[src/rtl/ws2812_pkg.sv]
// rtl/ws2812_pkg.sv - shared timing defaults, state encoding and width helper for the WS2812 driver
package ws2812_pkg;

  localparam int COLOUR_W = 24;

  // Defaults for a 40 MHz project clock
  localparam int DEF_NUM_LEDS     = 8;
  localparam int DEF_T0H_CYCLES   = 16;
  localparam int DEF_T1H_CYCLES   = 32;
  localparam int DEF_BIT_CYCLES   = 50;
  localparam int DEF_RESET_CYCLES = 2000;

  typedef enum logic [1:0] {
    ST_LATCH,
    ST_LOAD,
    ST_HIGH,
    ST_LOW
  } ws2812_state_e;

  // Width of a counter that must hold 0..n-1 (never narrower than one bit)
  function automatic int cnt_w(input int n);
    return (n <= 2) ? 1 : $clog2(n);
  endfunction

endpackage

[src/rtl/ws2812_bit_encoder.sv]
// rtl/ws2812_bit_encoder.sv - shapes one WS2812 bit: high for T0H/T1H clocks, low for the rest of BIT_CYCLES
module ws2812_bit_encoder
  import ws2812_pkg::*;
#(
  parameter int T0H_CYCLES = DEF_T0H_CYCLES,
  parameter int T1H_CYCLES = DEF_T1H_CYCLES,
  parameter int BIT_CYCLES = DEF_BIT_CYCLES
) (
  input  logic clk,
  input  logic reset,
  input  logic start,
  input  logic bit_val,
  output logic data,
  output logic bit_done
);

  localparam int CW = cnt_w(BIT_CYCLES);

  logic [CW-1:0] cnt;
  logic [CW-1:0] cnt_next;
  logic [CW-1:0] high_len;
  logic          active;

  assign cnt_next = cnt + 1'b1;
  // Last clock of the bit; the top may restart us in this same cycle so bits abut
  assign bit_done = active && (cnt == CW'(BIT_CYCLES - 1));

  // Per-bit cycle counter with the pin registered so it never glitches
  always_ff @(posedge clk or posedge reset) begin
    if (reset) begin
      cnt      <= '0;
      high_len <= '0;
      active   <= 1'b0;
      data     <= 1'b0;
    end else if (start) begin
      cnt      <= '0;
      high_len <= bit_val ? CW'(T1H_CYCLES) : CW'(T0H_CYCLES);
      active   <= 1'b1;
      data     <= 1'b1;
    end else if (active) begin
      if (bit_done) begin
        active <= 1'b0;
        data   <= 1'b0;
      end else begin
        cnt  <= cnt_next;
        data <= (cnt_next < high_len);
      end
    end
  end

endmodule

[src/rtl/ws2812_led_driver.sv]
// rtl/ws2812_led_driver.sv - frame buffer plus frame sequencer for a WS2812 chain; WS2812_DIRTY_EN sends frames only after a write
module ws2812_led_driver
  import ws2812_pkg::*;
#(
  parameter int NUM_LEDS     = DEF_NUM_LEDS,
  parameter int T0H_CYCLES   = DEF_T0H_CYCLES,
  parameter int T1H_CYCLES   = DEF_T1H_CYCLES,
  parameter int BIT_CYCLES   = DEF_BIT_CYCLES,
  parameter int RESET_CYCLES = DEF_RESET_CYCLES
) (
  input  logic                clk,
  input  logic                reset,
  input  logic                write,
  input  logic [7:0]          led_num,
  input  logic [COLOUR_W-1:0] rgb_data,
  output logic                data,
  output logic                frame_active
);

  localparam int IDX_W  = cnt_w(NUM_LEDS);
  localparam int GAP_W  = cnt_w(RESET_CYCLES);
  localparam int BITS_W = cnt_w(COLOUR_W);

  ws2812_state_e       state;
  logic [COLOUR_W-1:0] frame_buf [NUM_LEDS];
  // Bits still to send after the one on the pin; next bit is always the MSB
  logic [COLOUR_W-2:0] shift_reg;
  logic [IDX_W-1:0]    idx;
  logic [IDX_W-1:0]    wr_idx;
  logic [GAP_W-1:0]    gap_cnt;
  logic [BITS_W-1:0]   bit_cnt;
  logic                wr_ok;
  logic                gap_done;
  logic                go_load;
  logic                more_bits;
  logic                last_led;
  logic                in_bit;
  logic                enc_start;
  logic                enc_bit;
  logic                enc_done;

  assign wr_ok     = write && ({24'd0, led_num} < NUM_LEDS);
  assign wr_idx    = led_num[IDX_W-1:0];
  assign gap_done  = (gap_cnt == GAP_W'(RESET_CYCLES - 1));
  assign more_bits = (bit_cnt != '0);
  assign last_led  = (idx == IDX_W'(NUM_LEDS - 1));
  assign in_bit    = (state == ST_HIGH) || (state == ST_LOW);
  assign enc_start = (state == ST_LOAD) || (in_bit && enc_done && more_bits);
  assign enc_bit   = (state == ST_LOAD) ? frame_buf[idx][COLOUR_W-1] : shift_reg[COLOUR_W-2];

`ifdef WS2812_DIRTY_EN
  logic dirty;

  assign go_load = gap_done && dirty;

  // Remember that the buffer changed; a write in the clearing cycle wins
  always_ff @(posedge clk or posedge reset) begin
    if (reset) begin
      dirty <= 1'b0;
    end else if (wr_ok) begin
      dirty <= 1'b1;
    end else if ((state == ST_LATCH) && go_load) begin
      dirty <= 1'b0;
    end
  end
`else
  assign go_load = gap_done;
`endif

  // Frame buffer: writes land whenever the index is in range, in any state
  always_ff @(posedge clk or posedge reset) begin
    if (reset) begin
      for (int i = 0; i < NUM_LEDS; i++) begin
        frame_buf[i] <= '0;
      end
    end else if (wr_ok) begin
      frame_buf[wr_idx] <= rgb_data;
    end
  end

  // Frame sequencer: latch gap, per-LED load, then 24 bits through the encoder
  always_ff @(posedge clk or posedge reset) begin
    if (reset) begin
      state        <= ST_LATCH;
      gap_cnt      <= '0;
      idx          <= '0;
      bit_cnt      <= '0;
      shift_reg    <= '0;
      frame_active <= 1'b0;
    end else begin
      case (state)
        ST_LATCH: begin
          if (go_load) begin
            state        <= ST_LOAD;
            gap_cnt      <= '0;
            idx          <= '0;
            frame_active <= 1'b1;
          end else if (!gap_done) begin
            gap_cnt <= gap_cnt + 1'b1;
          end
        end
        ST_LOAD: begin
          shift_reg <= frame_buf[idx][COLOUR_W-2:0];
          bit_cnt   <= BITS_W'(COLOUR_W - 1);
          state     <= ST_HIGH;
        end
        ST_HIGH, ST_LOW: begin
          if (enc_done) begin
            if (more_bits) begin
              shift_reg <= shift_reg << 1;
              bit_cnt   <= bit_cnt - 1'b1;
              state     <= ST_HIGH;
            end else if (!last_led) begin
              idx   <= idx + 1'b1;
              state <= ST_LOAD;
            end else begin
              frame_active <= 1'b0;
              state        <= ST_LATCH;
            end
          end else if (!data) begin
            // The encoder has dropped the pin: we are in the low tail of the bit
            state <= ST_LOW;
          end
        end
        default: state <= ST_LATCH;
      endcase
    end
  end

  ws2812_bit_encoder #(
    .T0H_CYCLES (T0H_CYCLES),
    .T1H_CYCLES (T1H_CYCLES),
    .BIT_CYCLES (BIT_CYCLES)
  ) u_bit_encoder (
    .clk      (clk),
    .reset    (reset),
    .start    (enc_start),
    .bit_val  (enc_bit),
    .data     (data),
    .bit_done (enc_done)
  );

endmodule

[config.mk]
export PLATFORM = sky130hd
export DESIGN_NAME = ws2812_led_driver
export DESIGN_NICKNAME = d
export VERILOG_FILES = /design/src/rtl/ws2812_pkg.sv /design/src/rtl/ws2812_bit_encoder.sv /design/src/rtl/ws2812_led_driver.sv
export SDC_FILE = /design/constraint.sdc
export NUM_CORES = 1
export LEC_CHECK = 0
export CAP_MARGIN = 20
export CORE_UTILIZATION = 49
export CTS_BUF_LIST = sky130_fd_sc_hd__clkbuf_16
export CTS_CLUSTER_SIZE = 12
export DETAILED_ROUTE_END_ITERATION = 8
export GPL_ROUTABILITY_DRIVEN = 0
export HOLD_SLACK_MARGIN = 0.02
export PLACE_DENSITY = 0.66
export SLEW_MARGIN = 30
export SYNTH_ARGS = -nofsm -noshare
export SYNTH_HDL_FRONTEND = slang
export SYNTH_SLANG_ARGS = --single-unit
export TNS_END_PERCENT = 30
[constraint.sdc]
create_clock -name clk -period 24.8 [get_ports clk]
set_input_delay 7.44 -clock clk [delete_from_list [all_inputs] [get_ports clk]]
set_output_delay 7.44 -clock clk [all_outputs]
set_load 0.02 [all_outputs]
==> run metrics <==
Synth Instances between 700 and 800; min cycle time layout 9.19 ns; post-synthesis register bit count around 250; clock root buffer master clkbuf_16; vias in the first global route roughly 7200; Overflow after GRT 0; Comb pwr share between 5 and 6%; Seq/Total Area, Yosys ~54%; first-pass GRT wire length 38.7 mm; slew at the pin closest to its max-slew limit 0.828 ns; Max Cap Viol 0; TritonCTS Sinks about 250; first drt pass iteration count 4; total power around 0.8 mW; HP Start shift_reg[17]; Area Growth Syn to Fin 11.8%; r2r endpoint idx[0]; initial core utilization about half; EDFF count, synth 0; vias approximately 6500; num ports 37; Site Rows 55; Max Buffers Root-to-Sink 3; nets in the synthesized netlist ~840; Critical Path RT roughly 25 ns; worst setup path class primary input to flop; FFs w/ async S/R, synth 100%; slowest stage delay, CP ~0.52 ns; clk slew on worst S/H paths around 0.05 ns; core outline area roughly 0.023 mm^2; internal power 0.635 mW; FF-to-FF path depth 5; hold crit path type flop to flop; Max rail drop VDD a little under 0.05 mV; CP Capture Type flop; Post-DP Area between 0.01 and 0.015 mm^2; CP arrival 9.59 ns; share of layout cells above drive strength 1 between 30% and 40%; routed len/inst 20.0 um; antenna violations before repair 0; CP cell instances clkdlybuf4s50_1 > nor4b_2 > and3_1 > nand2_2 > mux2_2; Sw Pwr between 0.15 and 0.2 mW; RSZ-0062 raised after global routing false; r2r startpoint state[1]; fraction of power spent switching nets a little over a fifth; fmax around 110 MHz; Seq pwr share a little over half; DRT Wirelength 22.9 mm; Fin Setup TNS 0 ns; pre-CTS WS roughly 15 ns; pin count of the biggest net entering global routing roughly 160; Nets 861; die area 0.0239 mm^2; post-DP HPWL approximately 13 mm; PnR worst setup slack about 16 ns; Hold Path Cell Cnt 2; CP max stage cell nand2_2; DRT iter0 DRCs approximately 240; Num CTS Buffers 27; PortBufs 36; Post-CTS Resized 0; Final Max Slew Viols 0; Final Hold Vio Count 0; Clk pwr share between 40% and 50%; Worst Clk Skew a little under 0.009 ns; DP Cell Count around 1100; CTS Hold Buffers Added 0; ANT cells 0; Vias/cell 5.69; hold worst-path end shift_reg[17]; total track usage between 20 and 25%; prevailing post-synth register cell dfrtp_1; die height 155 um; clock latency on the worst-skew pair between 0.5 and 0.6 ns; Max Fanout on Critical Path 24; YS warnings 0; P per Cell Area ~64 mW/mm^2; relative slew slack about 45%; R2R setup slack about 22 ns; CTS tree yes; fin area 0.0128 mm^2; max reg flops ~190; fin crit share a little under two fifths; endpoints failing setup 0; CTS H-tree depth 1; Startpoint Class primary input; synth unique cells 63; status completed; Final Non-Filler Cells approximately 1100; Die X around 150 um; synthesized area per cell 14.4 um^2; Remaining DRCs 0; Cell Area, Synth 0.0114 mm^2; Static Leak 5.95 nW; Final ANT Viol Nets 0; Post-CTS Setup Bufs 0
-- cells in the mapped netlist, drive strengths merged, types with 2 or more instances --
| cell | instances | area, um^2 |
|---|---|---|
| a211oi | 23 | 178 |
| mux2i | 4 | 40.0 |
| xor2 | 6 | 52.6 |
| nand4 | 4 | 25.0 |
| ha | 7 | 87.6 |
| buf | 33 | 236 |
| or3 | 3 | 20.0 |
| nor2 | 21 | 81.3 |
| a22o | 3 | 26.3 |
| nor2b | 23 | 144 |
| nor4 | 3 | 33.8 |
| mux4 | 48 | 1080 |
| a21oi | 3 | 15.0 |
| o211ai | 2 | 15.0 |
| or2 | 2 | 12.5 |
| inv | 11 | 41.3 |
| nor3b | 2 | 37.5 |
| nand3b | 3 | 51.3 |
| mux2 | 194 | 2190 |
| dfrtp | 247 | 6180 |
| xnor2 | 8 | 70.1 |
| nand3 | 6 | 42.5 |
| a21boi | 3 | 22.5 |
| nand2 | 37 | 141 |
| clkbuf | 17 | 63.8 |
| o21ai | 52 | 264 |
| and3 | 4 | 26.3 |
| a311oi | 3 | 32.5 |
| a41o | 3 | 31.3 |
| nor3 | 4 | 31.3 |
| and2 | 2 | 13.8 |
-- logic make-up (layout without fill, tap and decap cells) --
logic type / after synthesis / count (layout) / synth area share [%]
AO/OA/AOI/OAI: 98 / 98 / 5.80
XOR/XNOR: 14 / 14 / 1.07
adder cells (fa/ha/maj): 7 / 7 / 0.766
buffers and inverters: 61 / 103 / 2.99
flip-flops: 247 / 247 / 54.1
multiplexers: 246 / 246 / 28.9
AND/OR/NAND/NOR: 120 / 120 / 6.37
-- layout make-up --
class	instances	area, um^2
multi-input cells	485	4910
repair buffers	47	492
well taps	313	392
fillers	1849	9990
flip-flops and latches	247	6190
inverters	11	53.8
clock buffers	27	676
clock inverters	18	73.8
-- worst max path at each step --
stage          cells after the start  slack, ns        from        endpoint
2_1_floorplan                      1      10.57       reset      bit_cnt[0]
3_3_place_gp                       3      14.99       reset   frame_buf[11]
3_5_place_dp                       3      15.03       reset  frame_buf[108]
4_1_cts                            3      15.59       reset  frame_buf[132]
5_1_grt                            5      15.47  led_num[6]  frame_buf[159]
6_report                           5      15.61  led_num[7]  frame_buf[163]
-- metal layers --
metal  routed length, um  vias to the layer above  GRT usage [%]
met5                   0                        -              0
met1                9940                     3415           26.6
met2               11700                      103           36.3
met4                 464                        0           5.47
met3                 812                       40           3.05
li1                    -                     2979              -
-- critical path, delay by kind of cell --
family | cells | cell delay (ns)
buffers and inverters | 1 | 0.41
muxes | 1 | 0.47
and+or+nand+nor | 3 | 1.26
-- cells in the final DEF, fill, tap and decap left out, types with 2 or more instances in the layout --
cell type,netlist,final
dfrtp_1,247,245
mux2_2,186,186
mux4_2,48,48
o21ai_0,41,41
nand2_1,36,36
clkdlybuf4s50_1,0,36
clkbuf_16,0,27
nor2b_1,23,23
a211oi_1,22,22
nor2_1,20,20
inv_1,11,16
o21ai_1,10,10
clkinv_1,0,10
xnor2_1,8,8
mux2_1,7,7
ha_1,7,7
buf_4,9,7
xor2_1,6,6
nand3_1,5,5
nand4_1,4,4
mux2i_1,4,4
a21oi_1,3,3
nor3_1,3,3
a22o_1,3,3
and3_1,3,3
a21boi_0,3,3
or3_1,2,2
a311oi_1,2,2
a41o_1,2,2
nor4_1,2,2
o211ai_1,2,2
nand3b_4,2,2
nor3b_4,2,2
buf_12,0,2
-- power groups by stage --
stage,combinational [mW],clock [mW],sequential (mW)
after floorplan,0.0280,0,0.430
after global routing,0.0464,0.371,0.427
after global placement,0.0400,0,0.431
after detailed placement,0.0424,0,0.432
after CTS,0.0426,0.354,0.425
final,0.0415,0.346,0.425
-- stage by stage --
step / hold WS (ns) / utilization [%]
after CTS: 0.478 / 56.0
after floorplan: 0.445 / -
after global routing: 0.501 / 56.1
after global placement: 0.460 / 52.5
final: 0.474 / 56.1
after detailed placement: 0.465 / 52.7
(Power assumes the default switching activity.)
==> RTL change (same settings) <==
The package constant `DEF_BIT_CYCLES` goes from 50 to 100.
--- a/src/rtl/ws2812_pkg.sv
+++ b/src/rtl/ws2812_pkg.sv
@@ -8,5 +8,5 @@
   localparam int DEF_T0H_CYCLES   = 16;
   localparam int DEF_T1H_CYCLES   = 32;
-  localparam int DEF_BIT_CYCLES   = 50;
+  localparam int DEF_BIT_CYCLES   = 100;
   localparam int DEF_RESET_CYCLES = 2000;
 
Behaviour: no difference found for any inputs over 10 cycles, from zero or initial values and one cycle with reset high; that may be too few to reach the edited logic, so the function may still have changed.
==> RTL change against the original RTL <==
Register-to-register slack lost 0.62 ns. Clock skew is essentially flat. Sequential share of layout area grew 0.097 points. Core utilization grew 0.49 points. Count of clock-buffer cells in the layout is the same. Sequential cell count grew 1. Synthesized area shrank 0.78%. Final area grew 0.26%. Fmax shrank 1.2%. Total power grew 1.7%. Routed wire length grew 4.6%. Setup slack lost 0.11 ns. Global-route usage grew 1.0 points. Critical endpoint is now frame_buf[148].
==> RTL change: results (changes against the original RTL) <==
- Static leakage power: 5.94 nW (-0.12%)
- Clock Latency Late Sink: 0.52 ns
- Global-route total usage across every layer: 0.216 (+0.0101)
- Worst R2R End: bit_cnt[2]
- Initial antenna violation count: 0 (unchanged)
- Total of fill cells in the finished design: 1778 (-3.8%)
- Clock transition at path regs: 0.06 ns
- Min-delay src: shift_reg[2]
- Placed wire-length estimate after detailed placement: 14200 µm (+6.2%)
- Data arrival time at the worst-slack endpoint: 9.70 ns (+0.11 ns)
- Largest fanout of any net on the critical path: 21 (-13%)
- Register area share after synthesis: 0.547 (+0.00644)
- Net count, final: 882 (+2.4%)
- Number of design-rule violations left by the first detailed-router iteration: 339 (+41%)
- Worst hold margin: 0.484 ns (+0.0107 ns)
- Largest cells by area after synthesis: dfrtp_1 55%, mux2_2 19%, mux4_2 9.5%
- Worst Clk Skew: 0.00877 ns (+0.000112 ns)
- Worst reg2reg path depth: 6 (+1)
- Worst-margin pin slew: 0.959 ns (+0.131 ns)
- Number of global-route vias before repair: 7474 (+3.5%)
- First-pass DRT Iterations: 4 (unchanged)
- Share of final-layout standard cells stronger than drive strength 1: 0.353 (-0.00774)
- Critical path startpoint: led_num[6]
- Slowest cell on crit path: clkdlybuf4s50_1
- Via-per-instance ratio: 5.96 (+4.6%)
- Hold worst-path end: shift_reg[2]
- Longest individual stage delay on the worst path: 0.41 ns (-0.11 ns)
- Worst-case register-to-register setup slack: 21.75 ns (-0.62 ns)
- Largest vdd supply drop: 46.9 µV (-5.6%)
- Outcome: finished, final reports clean
- Port buffer count: 36 (unchanged)
- Flip-flop count of the largest register after layout: 192 (unchanged)
- Largest net degree at the start of global routing: 108 (-34%)
- Deepest level of the CTS H-tree: 1 (unchanged)
- Top delay family on crit path: simple AND/OR/NAND/NOR gates
- Wire length of the first global-routing pass: 40500 µm (+4.7%)
- Drt total wl: 24000 µm (+4.6%)
- Synthesized net count: 850 (+1.8%)
- Bufs on Longest Clock Path: 3 (unchanged)
- Post-synthesis cell type count: 53 (-16%)
- End of the critical path: frame_buf[148]
- Top cells by count, synth: 248 x dfrtp_1, 192 x mux2_2, 48 x mux4_2
RTL change: area by class of cell:
type,instances,area [µm²],share of cell area
clock inverters,21,115,0.00898
inverters,10,45.0,0.00351
multi-input cells,501,4910,0.383
clock buffers,27,676,0.0527
repair buffers,52,497,0.0388
well taps,285,357,0.0278
flip-flops and latches,248,6210,0.485
RTL change: cell families (layout without fill, tap and decap cells):
family | count (synthesis) | in the layout | share of synthesized area
flip-flops | 248 | 248 | 0.547
AND/OR/NAND/NOR | 132 | 132 | 0.0630
buffers and inverters | 59 | 110 | 0.0233
adder cells (fa/ha/maj) | 7 | 7 | 0.00772
XOR/XNOR | 14 | 14 | 0.0108
AO/OA/AOI/OAI | 102 | 102 | 0.0570
multiplexers | 246 | 246 | 0.291
RTL change: worst reg2reg max path: cells and delay by family (launching register included):
| family | cells | cell delay (ns) |
|---|---|---|
| buf+inv | 3 | 0.90 |
| simple gates | 1 | 0.19 |
| compound gates | 2 | 0.87 |
| flops | 1 | 0.95 |
RTL change: metal layers:
metal | part of all wire | vias to the layer above | global-route usage
met5 | 0 | - | 0
met4 | 0.015 | 0 | 0.0462
met3 | 0.030 | 26 | 0.0287
met2 | 0.51 | 98 | 0.375
met1 | 0.44 | 3646 | 0.291
li1 | - | 3046 | -
RTL change: per-stage QoR:
stage	area, µm²	std cells	worst slack, ns	utilization	power (W)
CTS	12800	1144	15.48	0.566	0.000838
detailed placement	12000	1096	14.95	0.531	0.000476
global route	12800	1144	15.33	0.566	0.000862
global placement	12000	1095	15.00	0.530	0.000473
floorplan	11300	808	10.55	-	0.000459
finish	12800	1144	15.50	0.566	0.000827
RTL change: report_power, final:
group	internal (W)	switching (W)	leakage, nW
clock	0.000206	0.000152	0.413
sequential	0.000420	0.00000729	3.41
combinational	0.0000226	0.0000187	2.12
total	0.000648	0.000178	5.94
